File: src/rtl/bcd_7seg_mux.sv
// bcd_7seg_mux: multi-digit BCD display driver.
// Holds NUM_DIGITS BCD digits and scans them onto one shared 7-segment bus.
// Each digit stays enabled for REFRESH_DIV clocks. New values wait in a
// pending register and are committed only when the scan wraps to digit 0,
// so a frame never shows half of one value and half of another.
//
// Parameters:
//   NUM_DIGITS   digits scanned (>= 2)
//   REFRESH_DIV  clocks per digit (>= 2)
//   COMMON_ANODE 1: seg/an active-low, 0: seg/an active-high
// Ports:
//   clk, rst     clock, asynchronous active-high reset
//   bcd_in       digit k = bcd_in[4k+3:4k], digit 0 rightmost
//   load         one-cycle strobe, captures bcd_in into pending
//   seg          {a,b,c,d,e,f,g}, registered
//   an           one-hot digit enable, registered
//   digit_idx    digit currently being scanned
//   frame_start  one-cycle pulse after the scan wraps to digit 0
// Build option:
//   LEADING_ZERO_BLANK_EN  blank leading zero digits (digit 0 always shown)

// Per-digit decoder: BCD -> active-high segment pattern.
module bcd_7seg_dec (
  input  logic [3:0] bcd,
  input  logic       blank,
  output logic [6:0] pat
);
  always_comb begin
    pat = 7'b0000000;
    if (!blank) begin
      case (bcd)
        4'd0:    pat = 7'b1111110;
        4'd1:    pat = 7'b0110000;
        4'd2:    pat = 7'b1101101;
        4'd3:    pat = 7'b1111001;
        4'd4:    pat = 7'b0110011;
        4'd5:    pat = 7'b1011011;
        4'd6:    pat = 7'b1011111;
        4'd7:    pat = 7'b1110000;
        4'd8:    pat = 7'b1111111;
        4'd9:    pat = 7'b1111011;
        default: pat = 7'b0000000;
      endcase
    end
  end
endmodule

module bcd_7seg_mux #(
  parameter int NUM_DIGITS   = 4,
  parameter int REFRESH_DIV  = 50000,
  parameter int COMMON_ANODE = 1
) (
  input  logic                          clk,
  input  logic                          rst,
  input  logic [4*NUM_DIGITS-1:0]       bcd_in,
  input  logic                          load,
  output logic [6:0]                    seg,
  output logic [NUM_DIGITS-1:0]         an,
  output logic [$clog2(NUM_DIGITS)-1:0] digit_idx,
  output logic                          frame_start
);
  localparam int IDX_W = $clog2(NUM_DIGITS);
  localparam int CNT_W = $clog2(REFRESH_DIV);
  localparam logic                  INV     = (COMMON_ANODE != 0);
  localparam logic [6:0]            SEG_OFF = {7{INV}};
  localparam logic [NUM_DIGITS-1:0] AN_OFF  = {NUM_DIGITS{INV}};

  logic [CNT_W-1:0]                 cnt;
  logic                             tick, wrap;
  logic [NUM_DIGITS-1:0][3:0]       act, pend;
  logic                             pend_vld;
  logic [NUM_DIGITS-1:0]            blank;
  logic [NUM_DIGITS-1:0][6:0]       pat;
  logic [NUM_DIGITS-1:0]            onehot;

  assign tick = (cnt == CNT_W'(REFRESH_DIV - 1));
  assign wrap = tick && (digit_idx == IDX_W'(NUM_DIGITS - 1));

  // Scan timing
  always_ff @(posedge clk or posedge rst) begin
    if (rst) begin
      cnt         <= '0;
      digit_idx   <= '0;
      frame_start <= 1'b0;
    end else begin
      frame_start <= wrap;
      if (tick) begin
        cnt       <= '0;
        digit_idx <= wrap ? '0 : digit_idx + 1'b1;
      end else begin
        cnt <= cnt + 1'b1;
      end
    end
  end

  // Pending/active double buffer. A load coinciding with the wrap commits
  // the old pending value and keeps the new one pending for next frame.
  always_ff @(posedge clk or posedge rst) begin
    if (rst) begin
      act      <= {NUM_DIGITS{4'hF}};
      pend     <= {NUM_DIGITS{4'hF}};
      pend_vld <= 1'b0;
    end else begin
      if (wrap && pend_vld)
        act <= pend;
      if (load) begin
        pend     <= bcd_in;
        pend_vld <= 1'b1;
      end else if (wrap) begin
        pend_vld <= 1'b0;
      end
    end
  end

`ifdef LEADING_ZERO_BLANK_EN
  // lz[k]: digits k..NUM_DIGITS-1 of the active value are all zero.
  logic [NUM_DIGITS:0] lz;
  assign lz[NUM_DIGITS] = 1'b1;
  for (genvar k = NUM_DIGITS - 1; k >= 0; k--) begin : g_lz
    assign lz[k] = lz[k+1] & (act[k] == 4'd0);
    if (k == 0) begin : g_d0
      assign blank[k] = 1'b0;
    end else begin : g_dn
      assign blank[k] = lz[k];
    end
  end
`else
  assign blank = '0;
`endif

  for (genvar k = 0; k < NUM_DIGITS; k++) begin : g_dec
    bcd_7seg_dec u_dec (
      .bcd   (act[k]),
      .blank (blank[k]),
      .pat   (pat[k])
    );
  end

  assign onehot = {{(NUM_DIGITS-1){1'b0}}, 1'b1} << digit_idx;

  // Outputs registered from the current digit_idx: one cycle of latency.
  always_ff @(posedge clk or posedge rst) begin
    if (rst) begin
      seg <= SEG_OFF;
      an  <= AN_OFF;
    end else begin
      seg <= INV ? ~pat[digit_idx] : pat[digit_idx];
      an  <= INV ? ~onehot : onehot;
    end
  end
endmodule

File: config.mk
export PLATFORM = sky130hd
export DESIGN_NAME = bcd_7seg_mux
export DESIGN_NICKNAME = d
export VERILOG_FILES = /design/src/rtl/bcd_7seg_mux.sv
export SDC_FILE = /design/constraint.sdc
export NUM_CORES = 1
export LEC_CHECK = 0
export CORE_UTILIZATION = 60
export CTS_CLUSTER_DIAMETER = 120
export DETAILED_ROUTE_END_ITERATION = 16
export PLACE_DENSITY = 0.93
export SYNTH_ARGS = -nofsm -noshare
export SYNTH_HDL_FRONTEND = slang
export SYNTH_HIERARCHICAL = 1
export SYNTH_SLANG_ARGS = --single-unit
File: constraint.sdc
create_clock -name clk -period 5.7 [get_ports clk]
set_clock_uncertainty 0.05 [all_clocks]
set_input_delay 0.855 -clock clk [delete_from_list [all_inputs] [get_ports clk]]
set_output_delay 0.855 -clock clk [all_outputs]
set_load 0.1 [all_outputs]
== After elaboration in Yosys (flattened, before gate mapping) ==
Memories as Yosys holds them, arrays and structs flattened.
Index checks and enable logic that the tools add are counted.
W data, S select, Z words.
Word-level totals
  logic and storage cells: 35
  output and inout bits: 14
  flip-flop bits (word level): 63
  ROM bits: 448
  memories: 4
  input bits: 19
Cells by class
  mux-type cells: 6
  shift-type cells: 1
  reduce and logical (&&, ||, !) cells: 3
  add/subtract/negate cells: 2
  equality and inequality tests: 2
  bitwise logic cells: 2
  magnitude comparators: 1
Memories
  (name not given): depth 16, bits a word 7, rd ports 1, clocked after Yosys merged registers in 0, wr ports 0, RTL line 31  | case (bcd)
  (name not given): depth 16, bits a word 7, rd ports 1, clocked after Yosys merged registers in 0, wr ports 0, RTL line 31
  (name not given): depth 16, bits a word 7, rd ports 1, clocked after Yosys merged registers in 0, wr ports 0, RTL line 31
  (name not given): depth 16, bits a word 7, rd ports 1, clocked after Yosys merged registers in 0, wr ports 0, RTL line 31
Operators by type and width (count)
  $add A16 B1 Y16 const B: 1
  $eq A16 B16 Y1 const B: 1
  $mux W16: 1
  $bmux W7 S2: 1
  $mux W7: 1
  $not A7 Y7: 1
  $not A4 Y4: 1
  $shl A1 B2 Y4 const A: 1
  $lt A2 B3 Y1 const B: 1
  $add A2 B1 Y2 const B: 1
  $eq A2 B2 Y1 const B: 1
  $logic_and A1 B1 Y1: 2
  $mux W1: 2
  $mux W2: 1
  $reduce_bool A2 Y1: 1

== Longest topological paths before layout ==
  depth after elaboration: 4
  depth in mapped cells: 7
  gate-level depth less buffers: 7

== By module ==
Netlist, hierarchy kept.
Modules (own cells, without submodules)
  bcd_7seg_mux: cells each 189, area each 2735.1 sq um, sequential area each 1630.3 sq um, instances 1
  bcd_7seg_dec: cells each 31, area each 230.2 sq um, sequential area each 0.0 sq um, instances 4

== Least setup slack after synthesis ==
No wires, ideal clock.
  path type: register to register
  start point: register cnt[7]
  end point: register act[0] in the netlist's numbering
  library setup time: 82 ps
  clock period less this slack: 2198 ps
  required time: 5568 ps
  path slack: 3502 ps
  cell stages (with the launch flop): 7
  buffers on the path: 2
  data arrival time: 2066 ps
  path through: dfrtp_1 or4b_4 nor4_4 and3_1 buf_6 buf_12 mux2_4
Between the ends
  word-level cells in the longest chain between the ends: 3
Ends and longest elaborated chain
  start: declaration: RTL line 68  | logic [CNT_W-1:0] cnt;
  start signal: assignment: RTL line 91  | cnt <= cnt + 1'b1;
  $eq A16 B16 Y1: RTL line 76  | assign tick = (cnt == CNT_W'(REFRESH_DIV - 1));
  $logic_and A1 B1 Y1: RTL line 77  | assign wrap = tick && (digit_idx == IDX_W'(NUM_DIGITS - 1));
  $logic_and A1 B1 Y1: RTL line 104  | if (wrap && pend_vld)
  end signal: assignment: RTL line 100  | act <= {NUM_DIGITS{4'hF}};
  end signal: assignment: RTL line 105  | act <= pend;
  end: declaration: RTL line 70  | logic [NUM_DIGITS-1:0][3:0] act, pend;
Every way passes these cells.
A chain may end at the register's enable or synchronous reset.

== Worst setup path in the final report ==
  start point: register digit_idx[0]
  end point: output port digit_idx[0]
RTL lines
  start: declaration: RTL line 59  | output logic [$clog2(NUM_DIGITS)-1:0] digit_idx,
  start signal: assignment: RTL line 89  | digit_idx <= wrap ? '0 : digit_idx + 1'b1;
No word-level cell between the ends.

==> results.txt <==
----------------------------------------------------
[Timing]
  Least setup slack across all paths after layout ... 2.48 ns
  Normalized max-slew margin ... 31.5%
  Minimum period implied by the final worst setup slack ... 3.22 ns
  Highest achievable clock rate ... 310 MHz
  Max-slew violations ... 0
  RSZ-0062 raised after global routing ... false
  Hold Violations, Final ... 0
  Final cycle utilization of the critical path ... 56.6%
  Final number of setup-violating endpoints ... 0
  Setup TNS ... 0 ns
  Slew of the pin with the lowest slew margin ... 1.03 ns

[Synthesis]
  Flop and latch count out of synthesis ... 63
  Mean post-synth cell area ... 11.7 sq um
  Total standard cell area after synthesis ... 3660 sq um
  Post-synthesis sequential area ratio ... 44.6%
  Number of warnings printed during yosys synthesis ... 6
  Synth unique cells ... 38
  Mapped Cells ... 313

[Clocking]
  Sink count of the clock tree ... 63
  Total of hold buffers inserted after clock tree synthesis ... 0
  Clock tree from TritonCTS ... yes
  Post-CTS repair timing setup buffer count ... 0
  # resized after CTS ... 0
  Number of H-tree levels ... 3
  Number of buffers on the longest clock path ... 2
  Library cell used as clock root buffer ... sky130_fd_sc_hd__clkbuf_8
  Clock input transition at the sequential cells of the worst setup and hold paths ... 0.07 ns
  Worst-skew pair later-pin latency ... 0.35 ns
  Total clock buffers created by CTS ... 9

[Die]
  Initial cell density of the core ... 62.1%
  Die Y-Extent ... 80.1 um
  Die width ... 80.1 um
  Count of boundary I/O pins ... 33
  Row count ... 28
  Floorplan die area ... 6410 sq um
  Standard cell core area ... 5890 sq um

[Cells and area]
  # diodes ... 0
  Share of final-layout standard cells stronger than drive strength 1 ... 27.5%
  Commonest cells after routing, fill and taps aside ... sky130_fd_sc_hd__dfstp_2, sky130_fd_sc_hd__conb_1, sky130_fd_sc_hd__clkdlybuf4s50_1
  Post-layout nets ... 421
  Fillers ... 398
  Syn-to-layout area delta ... 18.2%
  Leading cell type in the layout, fill and taps excluded ... sky130_fd_sc_hd__dfstp_2

[Setup path]
  Delay contributed by the slowest stage of the critical path ... 1.25 ns
  Type of the setup path with the least slack ... reg2out
  Critical Path Slowest Stage Cell ... sky130_fd_sc_hd__clkdlybuf4s50_1
  Buf/Inv on CP ... 1
  Gate family responsible for the most delay along the worst path ... buffers and inverters
  Required time of the critical path ... 4.80 ns
  Largest fanout of any net on the critical path ... 11
  Arrival time at the worst endpoint ... 2.32 ns
  Critical Path, Cell by Cell ... clkdlybuf4s50_1
  Setup crit end kind ... primary output
  Setup crit start kind ... flip-flop

[Routing]
  Initial DRC Count ... 183
  Routed wire length ... 7320 um
  Remaining design rule violation count ... 0
  Detail Route Antenna Nets ... 0
  Detailed-router iteration count before antenna repair ... 4
  WL/cell ... 16.0 um
  Routed via count ... 2481
  Routed via count divided by cell count ... 5.43

[Power]
  VDD IR max ... 0.187 mV
  Total power density per cell area ... 229 nW/um^2
  Static leakage ... 1.81 nW

[Place]
  Final weighted congestion of routability-driven global placement ... 0.885
  Detailed-placement wirelength estimate ... 4810 um
  Worst slack, placed ... 2.53 ns
  Number of I/O port buffers ... 32

[Global routing]
  Initial antenna violation count ... 0
  Via count of the first global-routing pass ... 2575
  Pin count of the biggest net entering global routing ... 64
  Global-route wire length before repair ... 12200 um
  Remaining Overflow, GRT ... 0
  GRT Resource Usage Total ... 26.2%

[Job]
  MaxCap Viol Count ... 0

[Min path]
  Classification of the worst-slack hold path ... reg2reg

[Outcome]
  Status ... finished clean

----------------------------------------------------
-- area by class of cell --
| cell class | instances | area [sq um] | area share, % |
|---|---|---|---|
| multi-input cells | 245 | 1950 | 45.2 |
| flip-flops and latches | 63 | 1630 | 37.7 |
| well taps | 75 | 93.8 | 2.17 |
| inverters | 25 | 93.8 | 2.17 |
| clock inverters | 3 | 65.1 | 1.51 |
| repair buffers | 33 | 328 | 7.58 |
| clock buffers | 13 | 159 | 3.68 |
-- state kept, by name (all words and copies together), names as in the netlist --
| name | flops |
|---|---|
| pend_vld | 1 |
| an | 4 |
| frame_start | 1 |
| cnt | 16 |
| pend | 16 |
| seg | 7 |
| act | 16 |
| digit_idx | 2 |
-- synthesized netlist by cell type (all sizes together) --
cell	number	area (sq um)
dfrtp	20	500
mux2	32	398
xnor2	14	123
or4b	1	13.8
clkbuf	4	15.0
and3	2	12.5
and4	1	8.76
nor2b	9	56.3
nor2	23	86.3
or4bb	2	22.5
nor4	2	27.5
buf	7	80.1
nor3	2	10.0
o21ai	6	30.0
nand3	6	30.0
o22ai	12	75.1
ha	25	313
nand2b	20	155
a21oi	9	45.0
mux2i	4	40.0
a31o	1	8.76
inv	25	93.8
conb	1	3.75
a21o	5	37.5
mux4	7	158
nand4	4	25.0
nand2	7	26.3
dfstp	43	1130
o31ai	4	30.0
xor2	3	26.3
or2	12	75.1
-- where the power goes --
group	internal [mW]	switching, mW	leakage [nW]
registers	0.472	0.00730	0.708
logic	0.0326	0.0428	0.988
clock network	0.270	0.167	0.114
total	0.774	0.217	1.81
-- final timing paths --
kind                                     startpoint              endpoint  slack [ns]  cells past startpoint
setup / recovery           digit_idx[0]$_DFFE_PP0N_          digit_idx[0]        2.48                      1
min in group asynchronous                       rst     cnt[14]$_DFF_PP0_        0.98                      3
max in group asynchronous                       rst      cnt[8]$_DFF_PP0_        4.12                      3
hold reg to reg                pend_vld$_DFFE_PP0P_  pend_vld$_DFFE_PP0P_        0.43                      1
hold / removal                 pend_vld$_DFFE_PP0P_  pend_vld$_DFFE_PP0P_        0.43                      1
setup reg to reg                   cnt[7]$_DFF_PP0_    act[2]$_DFFE_PP1P_        2.49                      4
-- stage by stage --
stage / cell area, sq um / hold WS [ns] / cells / util [%] / power (mW)
CTS: 4320 / 0.426 / 457 / 73.4 / 0.998
global placement: 4100 / 0.402 / 441 / 69.6 / 0.556
detailed placement: 4100 / 0.410 / 441 / 69.6 / 0.560
floorplan: 3770 / 0.392 / 344 / - / 0.534
finish: 4320 / 0.428 / 457 / 73.4 / 0.991
global route: 4320 / 0.428 / 457 / 73.4 / 1.03
-- worst reg2reg max path: cells and delay by family, from the launching register on --
kind          cells  cell delay, ns
flops             1            0.44
mux               1            0.44
simple gates      3            2.20
-- layer usage --
metal  vias up  part of all wire, %  track usage (%)  wire length, um
met2        72                   49             42.1             3610
met5         -                    0                0                0
met3        23                  4.2             5.45              309
met4         0                  3.2             15.7              232
li1       1162                    -                -                -
met1      1224                   43             32.3             3170
-- kinds of logic (layout without fill, tap and decap cells) --
family,Yosys count,in the layout,synth area share [%]
fa+ha+maj,25,25,8.56
flops,63,63,44.6
buf+inv,36,74,5.17
simple gates,91,91,15.0
other cells,1,32,0.103
xor+xnor,17,17,4.07
mux,43,43,16.3
compound gates,37,37,6.19
Note: power is estimated with default switching activity, not from simulation.
